### src/rtl/alu02_seq_if.sv
// Handshake bundle between an operand source, the alu02_seq ALU and a result sink.
// The master modport is the source/sink side; the slave modport is the ALU.
interface alu02_seq_if #(
  parameter int WIDTH = 8
);
  logic               in_valid;
  logic               in_ready;
  logic [WIDTH-1:0]   a;
  logic [WIDTH-1:0]   b;
  logic [3:0]         op;
  logic               out_valid;
  logic               out_ready;
  logic [2*WIDTH-1:0] result;
  logic               flag_z;
  logic               flag_n;
  logic               flag_c;
  logic               flag_v;
  logic               err;

  modport master (
    output in_valid, a, b, op, out_ready,
    input  in_ready, out_valid, result, flag_z, flag_n, flag_c, flag_v, err
  );

  modport slave (
    input  in_valid, a, b, op, out_ready,
    output in_ready, out_valid, result, flag_z, flag_n, flag_c, flag_v, err
  );
endinterface

### src/rtl/alu02_seq.sv
// Registered ALU with valid/ready handshakes, status flags and a multi-cycle
// shift-add multiplier. One operation in flight: single-cycle ops produce their
// result one cycle after accept, MUL takes WIDTH iterations before reporting.
module alu02_seq #(
  parameter int WIDTH = 8
) (
  input  logic       clk,
  input  logic       rst,
  alu02_seq_if.slave bus
);

  localparam int MSB = WIDTH - 1;
  localparam int CW  = (WIDTH > 2) ? $clog2(WIDTH) : 1;
  localparam logic [CW-1:0] CNT_LAST = CW'(WIDTH - 1);
  localparam logic [WIDTH:0] ONE     = (WIDTH + 1)'(1);

  typedef enum logic [3:0] {
    OP_ADD  = 4'b0000,
    OP_SUB  = 4'b0001,
    OP_AND  = 4'b0010,
    OP_OR   = 4'b0011,
    OP_XOR  = 4'b0100,
    OP_NOT  = 4'b0101,
    OP_SHL  = 4'b0110,
    OP_SHR  = 4'b0111,
    OP_INC  = 4'b1000,
    OP_DEC  = 4'b1001,
    OP_PASS = 4'b1010,
    OP_MUL  = 4'b1011,
    OP_CMP  = 4'b1100
  } op_e;

  typedef enum logic [1:0] {
    S_IDLE = 2'd0,
    S_MUL  = 2'd1,
    S_DONE = 2'd2
  } state_e;

  state_e             r_state;
  logic               r_out_valid;
  logic [2*WIDTH-1:0] r_result;
  logic               r_z, r_n, r_c, r_v, r_err;

  // Multiplier working registers; result register is only written at completion.
  logic [2*WIDTH-1:0] r_acc;
  logic [2*WIDTH-1:0] r_mcand;
  logic [WIDTH-1:0]   r_mplier;
  logic [CW-1:0]      r_cnt;

  logic               w_in_ready;
  logic               w_accept;
  logic               w_is_mul;
  logic [WIDTH:0]     w_sum;
  logic [WIDTH:0]     w_diff;
  logic               w_sub_v;
  logic               w_v;
  logic               w_cmp;
  logic               w_err;
  logic               w_z, w_n, w_c;
  logic [2*WIDTH-1:0] w_result;
  logic [2*WIDTH-1:0] w_acc_next;

  // Accept in IDLE, or in DONE when the sink takes the current result this cycle.
  assign w_in_ready = (r_state == S_IDLE) || ((r_state == S_DONE) && bus.out_ready);
  assign w_accept   = bus.in_valid && w_in_ready;
  assign w_is_mul   = (bus.op == OP_MUL);

  // Single-cycle datapath evaluated on the live operands; registered at accept.
  always_comb begin
    // NOTE: every always_comb output gets a default first so no path leaves a latch.
    w_sum   = '0;
    w_v     = 1'b0;
    w_cmp   = 1'b0;
    w_err   = 1'b0;
    w_diff  = {1'b0, bus.a} - {1'b0, bus.b};
    w_sub_v = (bus.a[MSB] != bus.b[MSB]) && (w_diff[MSB] != bus.a[MSB]);
    case (bus.op)
      OP_ADD: begin
        w_sum = {1'b0, bus.a} + {1'b0, bus.b};
        w_v   = (bus.a[MSB] == bus.b[MSB]) && (w_sum[MSB] != bus.a[MSB]);
      end
      OP_SUB: begin
        w_sum = w_diff;
        w_v   = w_sub_v;
      end
      OP_AND:  w_sum = {1'b0, bus.a & bus.b};
      OP_OR:   w_sum = {1'b0, bus.a | bus.b};
      OP_XOR:  w_sum = {1'b0, bus.a ^ bus.b};
      OP_NOT:  w_sum = {1'b0, ~bus.a};
      OP_SHL:  w_sum = {bus.a, 1'b0};
      OP_SHR:  w_sum = {bus.a[0], 1'b0, bus.a[MSB:1]};
      OP_INC: begin
        w_sum = {1'b0, bus.a} + ONE;
        w_v   = (bus.a == {1'b0, {(WIDTH-1){1'b1}}});
      end
      OP_DEC: begin
        w_sum = {1'b0, bus.a} - ONE;
        w_v   = (bus.a == {1'b1, {(WIDTH-1){1'b0}}});
      end
      OP_PASS: w_sum = {1'b0, bus.b};
      OP_MUL:  w_sum = '0;
      OP_CMP: begin
        w_cmp = 1'b1;
        w_v   = w_sub_v;
      end
      default: w_err = 1'b1;
    endcase
  end

  // CMP reports on the difference but leaves result at zero; illegal ops clear all flags.
  assign w_z      = !w_err && (w_cmp ? (w_diff[MSB:0] == '0) : (w_sum == '0));
  assign w_n      = w_cmp ? w_diff[MSB]   : w_sum[MSB];
  assign w_c      = w_cmp ? w_diff[WIDTH] : w_sum[WIDTH];
  assign w_result = {{(WIDTH-1){1'b0}}, w_sum};

  // One partial product per MUL cycle; the final iteration folds in directly.
  assign w_acc_next = r_acc + (r_mplier[0] ? r_mcand : '0);

  // Control FSM and all registered outputs.
  always_ff @(posedge clk or posedge rst) begin
    if (rst) begin
      r_state     <= S_IDLE;
      r_out_valid <= 1'b0;
      r_result    <= '0;
      r_z         <= 1'b0;
      r_n         <= 1'b0;
      r_c         <= 1'b0;
      r_v         <= 1'b0;
      r_err       <= 1'b0;
      r_acc       <= '0;
      r_mcand     <= '0;
      r_mplier    <= '0;
      r_cnt       <= '0;
    end else begin
      // NOTE: state is updated with <= so every register samples pre-edge values.
      case (r_state)
        S_MUL: begin
          r_acc    <= w_acc_next;
          r_mcand  <= r_mcand << 1;
          r_mplier <= r_mplier >> 1;
          r_cnt    <= r_cnt + CW'(1);
          if (r_cnt == CNT_LAST) begin
            r_result    <= w_acc_next;
            r_z         <= (w_acc_next == '0);
            r_n         <= w_acc_next[2*WIDTH-1];
            r_c         <= 1'b0;
            r_v         <= 1'b0;
            r_err       <= 1'b0;
            r_out_valid <= 1'b1;
            r_state     <= S_DONE;
          end
        end
        default: begin
          if (w_accept) begin
            if (w_is_mul) begin
              r_acc       <= '0;
              r_mcand     <= {{WIDTH{1'b0}}, bus.a};
              r_mplier    <= bus.b;
              r_cnt       <= '0;
              r_out_valid <= 1'b0;
              r_state     <= S_MUL;
            end else begin
              r_result    <= w_result;
              r_z         <= w_z;
              r_n         <= w_n;
              r_c         <= w_c;
              r_v         <= w_v;
              r_err       <= w_err;
              r_out_valid <= 1'b1;
              r_state     <= S_DONE;
            end
          end else if ((r_state == S_DONE) && bus.out_ready) begin
            r_out_valid <= 1'b0;
            r_state     <= S_IDLE;
          end
        end
      endcase
    end
  end

  assign bus.in_ready  = w_in_ready;
  assign bus.out_valid = r_out_valid;
  assign bus.result    = r_result;
  assign bus.flag_z    = r_z;
  assign bus.flag_n    = r_n;
  assign bus.flag_c    = r_c;
  assign bus.flag_v    = r_v;
  assign bus.err       = r_err;

endmodule

### src/flat_wrapper.sv
// flat-port wrapper written by rule: the top's interface ports become plain ports
module alu02_seq_flat 
#(
  parameter int WIDTH = 8
)
  (clk, rst, bus_in_valid, bus_a, bus_b, bus_op, bus_out_ready, bus_in_ready, bus_out_valid, bus_result, bus_flag_z, bus_flag_n, bus_flag_c, bus_flag_v, bus_err);
  alu02_seq_if #(.WIDTH(WIDTH)) bus_i ();
  input  logic clk;
  input  logic rst;
  input wire logic [$bits(bus_i.in_valid)-1:0] bus_in_valid;
  input wire logic [$bits(bus_i.a)-1:0] bus_a;
  input wire logic [$bits(bus_i.b)-1:0] bus_b;
  input wire logic [$bits(bus_i.op)-1:0] bus_op;
  input wire logic [$bits(bus_i.out_ready)-1:0] bus_out_ready;
  output wire logic [$bits(bus_i.in_ready)-1:0] bus_in_ready;
  output wire logic [$bits(bus_i.out_valid)-1:0] bus_out_valid;
  output wire logic [$bits(bus_i.result)-1:0] bus_result;
  output wire logic [$bits(bus_i.flag_z)-1:0] bus_flag_z;
  output wire logic [$bits(bus_i.flag_n)-1:0] bus_flag_n;
  output wire logic [$bits(bus_i.flag_c)-1:0] bus_flag_c;
  output wire logic [$bits(bus_i.flag_v)-1:0] bus_flag_v;
  output wire logic [$bits(bus_i.err)-1:0] bus_err;
  assign bus_i.in_valid = bus_in_valid;
  assign bus_i.a = bus_a;
  assign bus_i.b = bus_b;
  assign bus_i.op = bus_op;
  assign bus_i.out_ready = bus_out_ready;
  assign bus_in_ready = bus_i.in_ready;
  assign bus_out_valid = bus_i.out_valid;
  assign bus_result = bus_i.result;
  assign bus_flag_z = bus_i.flag_z;
  assign bus_flag_n = bus_i.flag_n;
  assign bus_flag_c = bus_i.flag_c;
  assign bus_flag_v = bus_i.flag_v;
  assign bus_err = bus_i.err;
  alu02_seq #(.WIDTH(WIDTH)) u_core (.clk(clk), .rst(rst), .bus(bus_i));
endmodule
### config.mk
export PLATFORM = sky130hd
export DESIGN_NAME = alu02_seq_flat
export DESIGN_NICKNAME = d
export VERILOG_FILES = /design/src/rtl/alu02_seq_if.sv /design/src/rtl/alu02_seq.sv /design/src/flat_wrapper.sv
export SDC_FILE = /design/constraint.sdc
export NUM_CORES = 1
export LEC_CHECK = 0
export CORE_MARGIN = 10
export CORE_UTILIZATION = 45
export CTS_CLUSTER_DIAMETER = 30
export DETAILED_ROUTE_END_ITERATION = 10
export SYNTH_ARGS = -nofsm -noshare
export SYNTH_HDL_FRONTEND = slang
export SYNTH_SLANG_ARGS = --single-unit
### constraint.sdc
create_clock -name clk -period 4.1 [get_ports clk]
set_input_delay 1.025 -clock clk [delete_from_list [all_inputs] [get_ports clk]]
set_output_delay 1.025 -clock clk [all_outputs]
set_load 0.02 [all_outputs]
## Word-level counts from Yosys, hierarchy flattened

Index checks and enable logic that the tools add are counted.

| word-level totals | value |
|---|---|
| memory bits (writable) | 0 |
| bits in read-only memories | 0 |
| flip-flop bits (word level) | 67 |
| input port bits | 24 |
| memories kept | 0 |
| output and inout bits | 23 |
| latch bits | 0 |

| operators by class | value |
|---|---|
| order comparisons | 0 |
| add/sub/neg operators | 6 |
| divide/modulo/power cells | 0 |
| equality and inequality tests | 23 |
| $mul | 0 |
| bitwise operators | 4 |
| shift-type cells | 0 |
| muxes and demuxes | 52 |
| reduce and logical (&&, ||, !) cells | 19 |

Operators by type and width:

| kind | number |
|---|---|
| two-way mux 16 bit | 11 |
| case mux 9 bit (11 select lines) | 1 |
| two-way mux 1 bit | 28 |
| two-way mux 8 bit | 3 |
| equality test 4 bit (second input constant) | 5 |
| adder 16 bit | 1 |
| equality test 4 x 3 -> 1 bit (second input constant) | 4 |
| logical NOT 16 bit | 1 |
| OR reduction 13 bit | 1 |
| two-way mux 2 bit | 5 |
| adder 8 x 1 -> 9 bit (second input constant) | 1 |
| adder 8 x 8 -> 9 bit | 1 |
| logical NOT 9 bit | 1 |
| two-way mux 3 bit | 3 |
| subtractor 8 x 1 -> 9 bit (second input constant) | 1 |
| subtractor 8 x 8 -> 9 bit | 1 |
| bitwise AND 8 bit | 1 |
| equality test 4 x 2 -> 1 bit (second input constant) | 2 |
| equality test 8 x 7 -> 1 bit (second input constant) | 1 |
| equality test 8 bit (second input constant) | 1 |
| logical NOT 8 bit | 1 |
| inverter 8 bit | 1 |
| OR 8 bit | 1 |
| bitwise XOR 8 bit | 1 |
| other kinds (19) | 27 |

## Longest topological paths before layout

| logic depth | value |
|---|---|
| depth after elaboration | 8 |
| gate-level depth with buffers | 13 |

## Least setup slack after synthesis

Ideal clock, no wire load.

| path | value |
|---|---|
| path type | input port to flip-flop |
| start | input port bus_a[2] |
| end | register u_core.r_z (netlist: u_core.bus.flag_z) |
| slack | 587 ps |
| stages | 11 |
| arrival time | 3,393 ps |
| buffers on the path | 2 |
| cell sequence | clkbuf_1 > inv_1 > ha_1 > buf_2 > or4_1 > a31oi_2 > a221oi_1 > o21ai_0 > nor2_1 > a31o_1 > a41o_1 |

| on the way | value |
|---|---|
| word-level cells in the longest chain between the ends | 8 |
| elaborated cells between the ends (all ways) | 16 |
| those cells by class | add/sub (4); mux (5); bitwise (4); reduce/logical (3) |

Ends and longest elaborated chain:

| element | RTL line | text |
|---|---|---|
| from (decl) | flat_wrapper.sv:11 | `input wire logic [$bits(bus_i.a)-1:0] bus_a;` |
| subtractor 8 x 1 -> 9 bit (tied with other cells) | alu02_seq.sv:97 | `w_sum = {1'b0, bus.a} - ONE;` |
| case mux 9 bit (11 select lines) | alu02_seq.sv:77 | `case (bus.op)` |
| logical NOT 9 bit | alu02_seq.sv:111 | `assign w_z = !w_err && (w_cmp ? (w_diff[MSB:0] == '0) : (w_sum == '0));` |
| two-way mux 1 bit (*) | alu02_seq.sv:111 |  |
| logical AND 1 bit (*) | alu02_seq.sv:111 |  |
| two-way mux 1 bit (*) | alu02_seq.sv:155 | `if (w_is_mul) begin` |
| two-way mux 1 bit (*) | alu02_seq.sv:154 | `if (w_accept) begin` |
| two-way mux 1 bit (*) | alu02_seq.sv:136 | `case (r_state)` |
| to (signal assigned) | alu02_seq.sv:144 | `r_z <= (w_acc_next == '0);` |
| to (signal assigned) | alu02_seq.sv:164 | `r_z <= w_z;` |
| to (decl) | alu02_seq.sv:42 | `logic r_z, r_n, r_c, r_v, r_err;` |

Mark *: on every way between the ends. The rest lies on a longest branch, timed or not. The select of a mux whose other input is x is not followed.
A chain may end at the register's enable or synchronous reset.

## Final worst setup path

| path | value |
|---|---|
| start | input port bus_b[0] |
| end | register u_core.r_z (netlist: u_core.bus.flag_z) |

| on the way | value |
|---|---|
| word-level cells in the longest chain between the ends | 8 |
| elaborated cells between the ends (all ways) | 13 |
| those cells by class | add/sub (2); mux (5); bitwise (3); reduce/logical (3) |

Ends and longest elaborated chain:

| element | RTL line | text |
|---|---|---|
| from (decl) | flat_wrapper.sv:12 | `input wire logic [$bits(bus_i.b)-1:0] bus_b;` |
| subtractor 8 x 8 -> 9 bit (tied with other cells) | alu02_seq.sv:75 | `w_diff = {1'b0, bus.a} - {1'b0, bus.b};` |
| case mux 9 bit (11 select lines) | alu02_seq.sv:77 |  |
| logical NOT 9 bit | alu02_seq.sv:111 |  |
| two-way mux 1 bit (*) | alu02_seq.sv:111 |  |
| logical AND 1 bit (*) | alu02_seq.sv:111 |  |
| two-way mux 1 bit (*) | alu02_seq.sv:155 |  |
| two-way mux 1 bit (*) | alu02_seq.sv:154 |  |
| two-way mux 1 bit (*) | alu02_seq.sv:136 |  |

Marks and branches as above.

==> flow_metrics.tcl <==
set metrics [dict create \
    synth_area_per_cell_um2 8.03 \
    setup_violations 0 \
    final_common_cell "nand2_1" \
    post-dp-hpwl_um 14400 \
    grt_pass1_wl_um 30200 \
    combPwrFrac_pct 43.3 \
    clkSinkCount 66 \
    synthArstFlopShare_pct 100 \
    ios 47 \
    max_slew_margin_pct 31.0 \
    io_buffers 46 \
    hold_depth 1 \
    vdd_drop_max_mv 0.254 \
    die_w_um 131 \
    drt_first_iter_violations 459 \
    diodes 0 \
    swShare_pct 39.4 \
    maxCapViolations 0 \
    root_buffer "clkbuf_16" \
    ys_ff_latch 66 \
    die_height_um 131 \
    hold_class "register to register" \
    rsz0062_at_grt "no" \
    grt_max_degree 42 \
    yosysSeqAreaShare_pct 29.7 \
    critPathLaunchType "input pin" \
    ant_nets 0 \
    hold_violations 0 \
    ys_warn_count 0 \
    die_area_um2 17200 \
    cts_tree "yes" \
    pre_cts_ws_ns 0.0171 \
    fin_setup_tns_ns 0 \
    cp.required_ns 4.37 \
    drt-total-wl_um 18800 \
    p_int_uw 2120 \
    drc 0 \
    hold-worst-slack_ns 0.475 \
    max_freq_mhz 265 \
    clock_power_share_pct 26.2 \
    syn2layout_area_growth_pct 23.1 \
    clockBufferDepth 2 \
    synth_edf_count 0 \
    fin_area_um2 6850 \
    cts_resized 0 \
    drt_first_pass_iters 6 \
    finalCritPeriodShare_pct 92.1 \
    clk_pin_slew_ns 0.05 \
    syn-instance-count 693 \
    nNetsFinal 832 \
    status "finished clean" \
    path_max_fanout 4 \
    grt_pass1_vias 5471 \
    place_area_um2 6500 \
    syn_area_um2 5570 \
    ff2ff_path_depth 11 \
    coreArea_um2 12100 \
    syn-num-nets 762 \
    vias 5510 \
    worstMarginPinSlew_ns 1.02 \
    start_util_pct 46.2 \
    antenna_found_initial 0 \
    cts-htree-levels 3 \
    crit_arrival_ns 4.04 \
    insertion_delay_ns 0.34 \
    gp_congestion 0.966 \
    min_to "u_core.bus.result[2]" \
    switching_power_uw 1380 \
    power_leakage_uw 0.00311 \
    post_cts_buffers 0 \
    yosysTopAreaCellShare_pct 29.7 \
    routed_via_density 5.89 \
    row_count 40 \
    crit-reg2reg-launch "u_core.r_mplier[0]" \
    drive_above_1_share_pct 10.7 \
    yosys-top-cells-area "dfrtp_1, ha_1, nand2_1" \
    layout_common_cells "nand2_1, dfrtp_1, buf_4" \
    rr_endpoint "u_core.bus.flag_z" \
    power_density_nw_per_um2 511 \
    yosys.area.top_type "dfrtp_1" \
    period_needed_ns 3.77 \
    seqPwrFrac_pct 30.5 \
    grt_usage_pct 21.3 \
    r2r_slack_ns 0.69 \
    cts_hold_buf 0 \
    ys_types 70 \
    fillers 1171 \
    worst_slack_ns 0.326 \
    worstHoldStart "u_core.bus.result[2]" \
    critPathCaptureType "register" \
    gr-total-overflow 0 \
    crit_type "input pin to register" \
    finalClockSkew_ns 0.00631 \
    drv_slew 0 \
    wl_per_cell_um 20.0 \
    cts_made_buffers 9 \
    synth_ff_type "dfrtp_1" \
]
==> power groups by stage <==
stage / Clock [uW] / Sequential [uW] / Combinational (uW)
finish: 916 / 1070 / 1520
global route: 955 / 1090 / 1670
CTS: 924 / 1070 / 1520
detailed placement: 0 / 1070 / 1510
global placement: 0 / 1070 / 1490
floorplan: 0 / 1110 / 871
==> state kept, by name, indices dropped and copies added (netlist names) <==
| register | cells |
|---|---|
| u_core.r_cnt | 3 |
| u_core.bus.flag_c | 1 |
| u_core.bus.flag_n | 1 |
| u_core.r_mcand | 16 |
| u_core.bus.flag_v | 1 |
| u_core.r_acc | 16 |
| u_core.bus.flag_z | 1 |
| u_core.bus.result | 16 |
| u_core.r_state | 2 |
| u_core.r_mplier | 8 |
| u_core.bus.err | 1 |
==> how the worst max path moves through the flow <==
stage | from | endpoint | slack, ns | depth (start not counted)
after global routing | bus_b[0] | u_core.bus.flag_z | 0.18 | 11
final | bus_b[0] | u_core.bus.flag_z | 0.33 | 11
after floorplan | bus_a[2] | u_core.bus.flag_z | 0.59 | 11
after global placement | bus_b[0] | u_core.bus.flag_z | 0.08 | 11
after CTS | bus_b[0] | u_core.bus.flag_z | 0.35 | 11
after detailed placement | bus_b[0] | u_core.bus.flag_z | 0.02 | 11
==> Yosys cell counts (10+ instances only) <==
cell and instances:
o21ai_0 46, dfrtp_1 66, a21oi_1 30, buf_2 17, xnor2_1 19, a22oi_1 14, nand2b_1 12, and2_1 18
nand2_1 120, nand3_1 21, nor2_1 33, clkbuf_1 23, ha_1 42, a21o_1 10, nor3_1 17, inv_1 31
==> through the flow <==
step	util (%)	instances	total power, uW
after global placement	53.9	920	2550
after global routing	56.8	936	3720
after CTS	56.8	936	3510
after detailed placement	53.9	920	2580
final	56.8	936	3500
after floorplan	-	693	1980
==> final cells by class <==
type / count / area [um^2] / area share (%)
Multi-Input combinational cell: 553 / 3610 / 52.7
Sequential cell: 66 / 1650 / 24.1
Timing Repair Buffer: 102 / 906 / 13.2
Clock buffer: 12 / 256 / 3.74
Tap cell: 168 / 210 / 3.07
Inverter: 31 / 116 / 1.70
Clock inverter: 4 / 97.6 / 1.42
==> per-layer routing <==
metal	share of wire, %	up-vias	track usage, %
li1	-	2635	-
met1	44	2701	26.3
met2	50	144	37.1
met3	3.2	30	2.52
met4	2.6	0	7.81
met5	0	-	0
==> critical path, cell delays in order <==
cell and delay (ns):
clkdlybuf4s50_1 0.50, ha_1 0.27, fa_1 0.41, a211oi_1 0.29, nor3b_1 0.15, o311ai_0 0.30, o211ai_1 0.14, a211o_1 0.34
nor4_1 0.32, a31o_1 0.20, a41o_1 0.09
==> cell families after synthesis <==
family / after synthesis / share of synthesized area (%)
AND/OR/NAND/NOR: 286 / 25.8
AO/OA/AOI/OAI: 188 / 22.8
buffers and inverters: 74 / 5.53
flip-flops: 66 / 29.7
adder cells (fa/ha/maj): 45 / 10.5
XOR/XNOR: 25 / 3.93
multiplexers: 9 / 1.66
No activity file was read; power rests on OpenSTA's default activity.
